==> src/rtl/frame_stream_monitor.sv <==
// Receive-side monitor for the rendered pixel stream: locks to frame starts, checks
// line/frame geometry and position tracking, and reports a per-frame checksum and count.
module frame_stream_monitor #(
    parameter int COLOR_BITS = 24,
    parameter int H_ACTIVE   = 640,
    parameter int V_ACTIVE   = 480
) (
    input  logic                    clk_i,
    input  logic                    reset_i,
    input  logic                    display_enable_i,
    input  logic [9:0]              hpos_i,
    input  logic [9:0]              vpos_i,
    input  logic [COLOR_BITS/3-1:0] red_i,
    input  logic [COLOR_BITS/3-1:0] green_i,
    input  logic [COLOR_BITS/3-1:0] blue_i,
    input  logic                    err_clear_i,
    output logic                    synced_o,
    output logic                    frame_done_o,
    output logic [31:0]             frame_checksum_o,
    output logic [15:0]             frame_count_o,
    output logic                    pos_err_o,
    output logic                    line_err_o,
    output logic                    frame_err_o
);

    typedef enum logic [1:0] {
        SYNC_WAIT,
        ACTIVE,
        HBLANK,
        FRAME_WAIT
    } state_t;

    state_t      state_q, state_d;
    logic [10:0] pix_cnt_q, pix_cnt_d;
    logic [9:0]  line_cnt_q, line_cnt_d;
    logic [31:0] csum_q, csum_d;
    logic        synced_q, synced_d;
    logic        frame_done_q, frame_done_d;
    logic [31:0] frame_checksum_q, frame_checksum_d;
    logic [15:0] frame_count_q, frame_count_d;
    logic        pos_err_q, pos_err_d;
    logic        line_err_q, line_err_d;
    logic        frame_err_q, frame_err_d;

    logic [31:0] pix_word;
    logic        is_origin;
    logic        start_frame;
    logic        pos_set, line_set, frame_set;

    function automatic logic [10:0] sat_inc(input logic [10:0] v);
        return (v == 11'h7FF) ? v : v + 11'd1;
    endfunction

    function automatic logic [31:0] csum_step(input logic [31:0] c, input logic [31:0] p);
        return {c[30:0], c[31]} ^ p;
    endfunction

    assign pix_word  = 32'({red_i, green_i, blue_i});
    assign is_origin = display_enable_i && (hpos_i == 10'd0) && (vpos_i == 10'd0);

    always_comb begin
        state_d          = state_q;
        pix_cnt_d        = pix_cnt_q;
        line_cnt_d       = line_cnt_q;
        csum_d           = csum_q;
        frame_done_d     = 1'b0;
        frame_checksum_d = frame_checksum_q;
        frame_count_d    = frame_count_q;
        start_frame      = 1'b0;
        pos_set          = 1'b0;
        line_set         = 1'b0;
        frame_set        = 1'b0;

        case (state_q)
            SYNC_WAIT: begin
                start_frame = is_origin;
            end
            ACTIVE: begin
                if (display_enable_i) begin
                    pos_set   = ({1'b0, hpos_i} != pix_cnt_q) || (vpos_i != line_cnt_q);
                    csum_d    = csum_step(csum_q, pix_word);
                    pix_cnt_d = sat_inc(pix_cnt_q);
                end else begin
                    line_set = (pix_cnt_q != 11'(H_ACTIVE));
                    if (line_cnt_q == 10'(V_ACTIVE - 1)) begin
                        frame_done_d     = 1'b1;
                        frame_checksum_d = csum_q;
                        frame_count_d    = frame_count_q + 16'd1;
                        state_d          = FRAME_WAIT;
                    end else begin
                        line_cnt_d = line_cnt_q + 10'd1;
                        pix_cnt_d  = 11'd0;
                        state_d    = HBLANK;
                    end
                end
            end
            HBLANK: begin
                if (is_origin) begin
                    // A (0,0) pixel mid-frame means the source restarted early.
                    frame_set   = 1'b1;
                    start_frame = 1'b1;
                end else if (display_enable_i) begin
                    pos_set   = (hpos_i != 10'd0) || (vpos_i != line_cnt_q);
                    csum_d    = csum_step(csum_q, pix_word);
                    pix_cnt_d = 11'd1;
                    state_d   = ACTIVE;
                end
            end
            FRAME_WAIT: begin
                if (is_origin) begin
                    start_frame = 1'b1;
                end else if (display_enable_i) begin
                    pos_set = 1'b1;
                end
            end
            default: state_d = SYNC_WAIT;
        endcase

        if (start_frame) begin
            csum_d     = pix_word;
            pix_cnt_d  = 11'd1;
            line_cnt_d = 10'd0;
            state_d    = ACTIVE;
        end

        // A new error in the same cycle as a clear keeps the flag set.
        pos_err_d   = pos_set   | (pos_err_q   & ~err_clear_i);
        line_err_d  = line_set  | (line_err_q  & ~err_clear_i);
        frame_err_d = frame_set | (frame_err_q & ~err_clear_i);
        synced_d    = (state_d != SYNC_WAIT);
    end

    always_ff @(posedge clk_i) begin
        if (reset_i) begin
            state_q          <= SYNC_WAIT;
            pix_cnt_q        <= '0;
            line_cnt_q       <= '0;
            csum_q           <= '0;
            synced_q         <= 1'b0;
            frame_done_q     <= 1'b0;
            frame_checksum_q <= '0;
            frame_count_q    <= '0;
            pos_err_q        <= 1'b0;
            line_err_q       <= 1'b0;
            frame_err_q      <= 1'b0;
        end else begin
            state_q          <= state_d;
            pix_cnt_q        <= pix_cnt_d;
            line_cnt_q       <= line_cnt_d;
            csum_q           <= csum_d;
            synced_q         <= synced_d;
            frame_done_q     <= frame_done_d;
            frame_checksum_q <= frame_checksum_d;
            frame_count_q    <= frame_count_d;
            pos_err_q        <= pos_err_d;
            line_err_q       <= line_err_d;
            frame_err_q      <= frame_err_d;
        end
    end

    assign synced_o         = synced_q;
    assign frame_done_o     = frame_done_q;
    assign frame_checksum_o = frame_checksum_q;
    assign frame_count_o    = frame_count_q;
    assign pos_err_o        = pos_err_q;
    assign line_err_o       = line_err_q;
    assign frame_err_o      = frame_err_q;

endmodule

==> config.mk <==
export PLATFORM = sky130hd
export DESIGN_NAME = frame_stream_monitor
export DESIGN_NICKNAME = d
export VERILOG_FILES = /design/src/rtl/frame_stream_monitor.sv
export SDC_FILE = /design/constraint.sdc
export NUM_CORES = 1
export LEC_CHECK = 0
export CORE_UTILIZATION = 49
export CTS_BUF_LIST = sky130_fd_sc_hd__clkbuf_8
export DETAILED_ROUTE_END_ITERATION = 8
export PLACE_DENSITY_LB_ADDON = 0.05
export SYNTH_ARGS = -nofsm -noshare
export SYNTH_HDL_FRONTEND = slang
export SYNTH_SLANG_ARGS = --single-unit
export TNS_END_PERCENT = 30
==> constraint.sdc <==
create_clock -name clk_i -period 2.1 [get_ports clk_i]
set_input_delay 0.42 -clock clk_i [delete_from_list [all_inputs] [get_ports clk_i]]
set_output_delay 0.42 -clock clk_i [all_outputs]
set_load 0.005 [all_outputs]
# Word-level counts from Yosys, hierarchy flattened
# Index checks and enable logic that the tools add are counted.
# classes
addsub,3
n_eq_ne,16
n_mux,29
bitwise,11
reduce_logical,20
# op_table
op,count
2-to-1 mux 32 bit,2
one-hot mux 32 bit (2 select lines),1
2-to-1 mux 11 bit,5
bitwise XOR 32 x 24 -> 32 bit,1
2-to-1 mux 24 bit,1
one-hot mux 11 bit (2 select lines),1
logical NOT 10 bit,2
adder 16 x 1 -> 16 bit (second input constant),1
2-to-1 mux 1 bit,12
!= test 3 bit (second input constant),4
adder 11 x 1 -> 11 bit (second input constant),1
== test 11 bit (second input constant),1
!= test 10 x 11 -> 1 bit,1
!= test 11 x 10 -> 1 bit (second input constant),1
adder 10 x 1 -> 10 bit (second input constant),1
== test 10 x 9 -> 1 bit (second input constant),1
!= test 10 bit,1
AND reduction 5 bit,2
nonzero test 10 bit,1
2-to-1 mux 2 bit,4
!= test 4 bit (second input constant),2
AND reduction 3 bit,2
== test 2 bit (second input constant),2
!= test 2 bit (second input constant),2
15 further kinds,27
# totals
reg_bits,108
input_bits,48
output_inout_bits,53
word_cells,92

# Depth between registers and ports, before layout
# logic_depth
ltp_word,7
mapped_depth,9
depth_no_buf,7

# Least setup slack after synthesis
# Ideal clock, no wire load.
# synth_path
path_type,in2reg
start,in vpos_i[0]
end,reg csum_q[10]
arrival_ps,2005
required_time_ps,1976
setup_slack_ps,-29
cell_stages,6
n_path_buf,1
path_cell_list,or4_4 or4_4 buf_6 o21ai_1 xor2_1 a21oi_1
# synth_between
elab_chain_cells,6
word_cells_on_any_way,8
classes_between,1 x eq/ne; 3 x mux; 4 x reduce/logical
# synth_lines
item,line,source
"start, declared",12,"input logic [9:0] vpos_i,"
logical NOT 10 bit (*),59,assign is_origin = display_enable_i && (hpos_i == 10'd0) && (vpos_i == 10'd0);
logical AND 1 bit (*),59,
2-to-1 mux 1 bit,"98, 110",
one-hot mux 1 bit (2 select lines),74,case (state_q)
!= test 3 bit (no line) / nonzero test 3 bit (equally long branches),--,
AND reduction 2 bit (no line),--,
"end signal, assigned",150,csum_q <= csum_d;
"end, declared",36,"logic [31:0] csum_q, csum_d;"
# Every way passes the cells marked *; elsewhere a longest branch is shown, timed or not.
# A chain may end at the register's enable or synchronous reset.

# Worst setup path in the final report
# layout_path
start,reg state_q[1]
end,reg frame_count_q[14] (netlist: frame_count_o[14])
# layout_between
elab_chain_cells,2
# layout_lines
item,line,source
"start, declared",33,"state_t state_q, state_d;"
"start signal, assigned",147,state_q <= state_d;
== test 2 x 1 -> 1 bit,74,
AND reduction 3 bit (no line),--,
"end signal, assigned",154,frame_count_q <= frame_count_d;
"end, declared",40,"logic [15:0] frame_count_q, frame_count_d;"
# Every way passes these cells.

==> impl_metrics.prom <==
# TYPE chip_impl_metric gauge
chip_impl_info{name="outcome",value="finished, final reports clean"} 1
chip_impl_metric{name="drc_violation_count_after_routing",unit=""} 0
chip_impl_metric{name="grt.overflow.total",unit=""} 0
chip_impl_metric{name="mean_syn_cell_area",unit="sq um"} 8.37
chip_impl_metric{name="antenna_cells",unit=""} 0
chip_impl_metric{name="post_drt_via_cell_ratio",unit=""} 5.55
chip_impl_metric{name="skew",unit="ns"} 0.0113
chip_impl_metric{name="setup_total_negative_slack",unit="ns"} 0
chip_impl_metric{name="tightest_slew",unit="ns"} 0.583
chip_impl_metric{name="grt_max_degree",unit=""} 52
chip_impl_metric{name="routed_wire_length_per_instance",unit="microns"} 15.2
chip_impl_metric{name="worst_ep_required_time",unit="ns"} 2.41
chip_impl_info{name="path_class",value="reg -> reg"} 1
chip_impl_metric{name="max_slew_margin",unit="%"} 60.5
chip_impl_metric{name="finalNetCount",unit=""} 840
chip_impl_metric{name="proportion_of_layout_cells_with_a_drive_suffix_above_1",unit="%"} 19.1
chip_impl_metric{name="start_util",unit="%"} 50.5
chip_impl_metric{name="vias_post_dr",unit=""} 5137
chip_impl_metric{name="finalNonFillerCells",unit=""} 925
chip_impl_metric{name="critical_path_peak_fanout",unit=""} 4
chip_impl_metric{name="syn2layout_area_growth",unit="%"} 41.5
chip_impl_metric{name="finalHoldViolations",unit=""} 0
chip_impl_metric{name="gp_congestion",unit=""} 0.866
chip_impl_info{name="cts_root_buffer",value="clkbuf_8"} 1
chip_impl_metric{name="post-place-cells",unit=""} 897
chip_impl_metric{name="core-area",unit="sq um"} 10300
chip_impl_metric{name="timing.max_cap.violations",unit=""} 0
chip_impl_metric{name="synth_top_area_share",unit="%"} 41.5
chip_impl_metric{name="power.ir.vdd_worst",unit="mV"} 0.377
chip_impl_metric{name="design.portCount",unit=""} 101
chip_impl_metric{name="wire_length_of_the_first_global_routing_pass",unit="microns"} 22800
chip_impl_metric{name="timing.critical_path.arrival",unit="ns"} 2.36
chip_impl_metric{name="ys_seq_area_share",unit="%"} 41.5
chip_impl_metric{name="post-dp-hpwl",unit="microns"} 9750
chip_impl_metric{name="synth-seq-cells",unit=""} 108
chip_impl_metric{name="hold_slack",unit="ns"} 0.310
chip_impl_metric{name="cts_hold_buf",unit=""} 0
chip_impl_info{name="tritoncts_clock_tree",value="done"} 1
chip_impl_metric{name="clk_pin_slew_worst_paths",unit="ns"} 0.10
chip_impl_metric{name="yosys.cell_types.count",unit=""} 54
chip_impl_metric{name="achievable-frequency",unit="MHz"} 489
chip_impl_metric{name="antenna_left",unit=""} 0
chip_impl_metric{name="totalWireLength",unit="microns"} 14100
chip_impl_metric{name="numPortBuffers",unit=""} 100
chip_impl_info{name="commonest_non_fill_non_tap_cells_in_the_layout",value="dfxtp_1 (107), nand2_1 (87), clkdlybuf4s50_1 (85), buf_4 (73), a21oi_1 (72)"} 1
chip_impl_metric{name="final-setup-viol-count",unit=""} 0
chip_impl_info{name="timing.hold.worst.class",value="in -> reg"} 1
chip_impl_metric{name="mappedNetlistNets",unit=""} 679
chip_impl_info{name="top_reg_cell_synth",value="dfxtp_1"} 1
chip_impl_metric{name="powerDensity",unit="nW/um^2"} 555
chip_impl_metric{name="tritoncts.num_buffers",unit=""} 9
chip_impl_metric{name="track_usage",unit="%"} 25.5
chip_impl_metric{name="number_of_antenna_violations_at_the_first_check_in_global_routing",unit=""} 0
chip_impl_metric{name="initialDrtViolationCount",unit=""} 283
chip_impl_metric{name="grt_pass1_vias",unit=""} 4806
chip_impl_info{name="rsz_0062_raised_after_global_routing",value="true"} 1
chip_impl_info{name="crit_path_start_kind",value="flop"} 1
chip_impl_metric{name="clock_path_buffers",unit=""} 2
chip_impl_metric{name="drt-pass1-iter-count",unit=""} 5
chip_impl_metric{name="total_leakage_power",unit="nW"} 2.74
chip_impl_info{name="worstSetupEndpointType",value="flop"} 1
chip_impl_metric{name="synth-edff-count",unit=""} 0
chip_impl_info{name="post-synth-top-area-cell",value="dfxtp_1"} 1
chip_impl_metric{name="design.die.area",unit="sq um"} 11100
chip_impl_info{name="ys_top_cells_by_area",value="dfxtp_1 (41%), xor2_1 (8.1%), a21oi_1 (7.1%)"} 1
chip_impl_metric{name="synthArstFlopShare",unit="%"} 0
chip_impl_metric{name="die_width",unit="microns"} 105
chip_impl_metric{name="fp-row-count",unit=""} 37
chip_impl_metric{name="cts_num_sinks",unit=""} 108
chip_impl_metric{name="cts_htree_levels",unit=""} 3
chip_impl_metric{name="syn_std_cell_area",unit="sq um"} 5210
chip_impl_metric{name="worst_skew_pair.late_latency",unit="ns"} 0.38
chip_impl_metric{name="period_share",unit="%"} 97.4
chip_impl_metric{name="final_max_slew_viols",unit=""} 0
chip_impl_info{name="layout_commonest_cell",value="dfxtp_1"} 1
chip_impl_metric{name="cell_count_after_synthesis",unit=""} 623
chip_impl_metric{name="final.min_clock_period",unit="ns"} 2.05
chip_impl_metric{name="yosysWarningCount",unit=""} 0
chip_impl_metric{name="die_h",unit="microns"} 105
-- cell families (layout without fill, tap and decap cells) --
logic type | count (synthesis) | after routing | synth area share (%)
AND/OR/NAND/NOR | 225 | 226 | 21.3
AO/OA/AOI/OAI | 159 | 159 | 18.5
flip-flops | 108 | 108 | 41.5
XOR/XNOR | 65 | 65 | 10.9
buffers and inverters | 49 | 214 | 4.18
multiplexers | 9 | 9 | 1.73
adder cells (fa/ha/maj) | 8 | 8 | 1.92
-- final timing paths --
path	startpoint	to	slack [ns]	cells after the start
max	state_q[1]	frame_count_o[14]	0.05	7
min	reset_i	state_q[0]	0.31	2
max reg2reg	state_q[1]	frame_count_o[14]	0.05	7
min reg2reg	frame_checksum_o[15]	frame_checksum_o[15]	0.46	2
-- per-stage QoR --
stage	instance area [sq um]	util, %	setup WS, ns	total power, W
final	7370	71.4	0.0537	0.00409
after global routing	7370	71.4	-0.0326	0.00425
after CTS	7220	69.9	0.00295	0.00409
after detailed placement	6920	67.1	-0.679	0.00283
after global placement	6920	67.1	-0.584	0.00281
after floorplan	5280	-	-0.0247	0.00252
-- critical path: stages (launching register included) --
cell	delay, ns
dfxtp_1	0.34
inv_2	0.09
ha_4	0.18
nand2b_1	0.11
nor4_4	0.39
nand4_1	0.22
or4b_1	0.51
a21oi_1	0.15
-- synth_stat cells, drive strengths merged (2+ instances only) --
| cell | n |
|---|---|
| dfxtp | 108 |
| nand2 | 87 |
| a21oi | 74 |
| nor2 | 50 |
| xor2 | 48 |
| o21ai | 31 |
| o31ai | 28 |
| clkbuf | 25 |
| nand4 | 20 |
| xnor2 | 17 |
| buf | 13 |
| nand3 | 12 |
| nor3 | 12 |
| nor4 | 11 |
| inv | 10 |
| mux2i | 9 |
| ha | 8 |
| a311oi | 5 |
| and3 | 5 |
| or4 | 5 |
| nor2b | 4 |
| or3 | 4 |
| a211oi | 3 |
| a31oi | 3 |
| a41oi | 3 |
| nand2b | 3 |
| or4b | 3 |
| and2 | 2 |
| nor4b | 2 |
| o211ai | 2 |
| o21a | 2 |
-- repair_timing --
action | 4_1_cts | 5_1_grt
gates resized for setup | 28 | 27
buffers inserted | 4 | 4
setup endpoints to repair | 47 | 46
cloned | 2 | 2
pin swaps | 6 | 12
-- registers in the layout (all words and copies together), names as in the netlist --
| name | cells |
|---|---|
| csum_q | 32 |
| frame_checksum_o | 32 |
| frame_count_o | 16 |
| pix_cnt_q | 11 |
| line_cnt_q | 10 |
| state_q | 2 |
| frame_done_o | 1 |
| frame_err_o | 1 |
| line_err_o | 1 |
| pos_err_o | 1 |
| synced_o | 1 |
-- layer usage --
| layer | GRT usage [%] | vias up | part of all wire (%) |
|---|---|---|---|
| met5 | 0 | - | 0 |
| met4 | 8.25 | 0 | 1.2 |
| met3 | 4.49 | 16 | 5.9 |
| met2 | 42.6 | 155 | 47 |
| met1 | 33.3 | 2434 | 46 |
| li1 | - | 2532 | - |
-- power breakdown --
| group | internal [W] | switching [W] | leakage [nW] |
|---|---|---|---|
| logic | 0.000321 | 0.000309 | 1.77 |
| registers | 0.00211 | 0.0000693 | 0.872 |
| clock network | 0.000550 | 0.000730 | 0.0997 |
| total | 0.00298 | 0.00111 | 2.74 |
-- final cells by class --
class,count,area (sq um)
clock buffer,9,124
clock inverter,7,68.8
fill,804,2950
inverter,11,41.3
multi-input combinational,467,3000
sequential,108,2170
tap,136,170
timing repair buffer,187,1800
No activity file was read; power rests on OpenSTA's default activity.
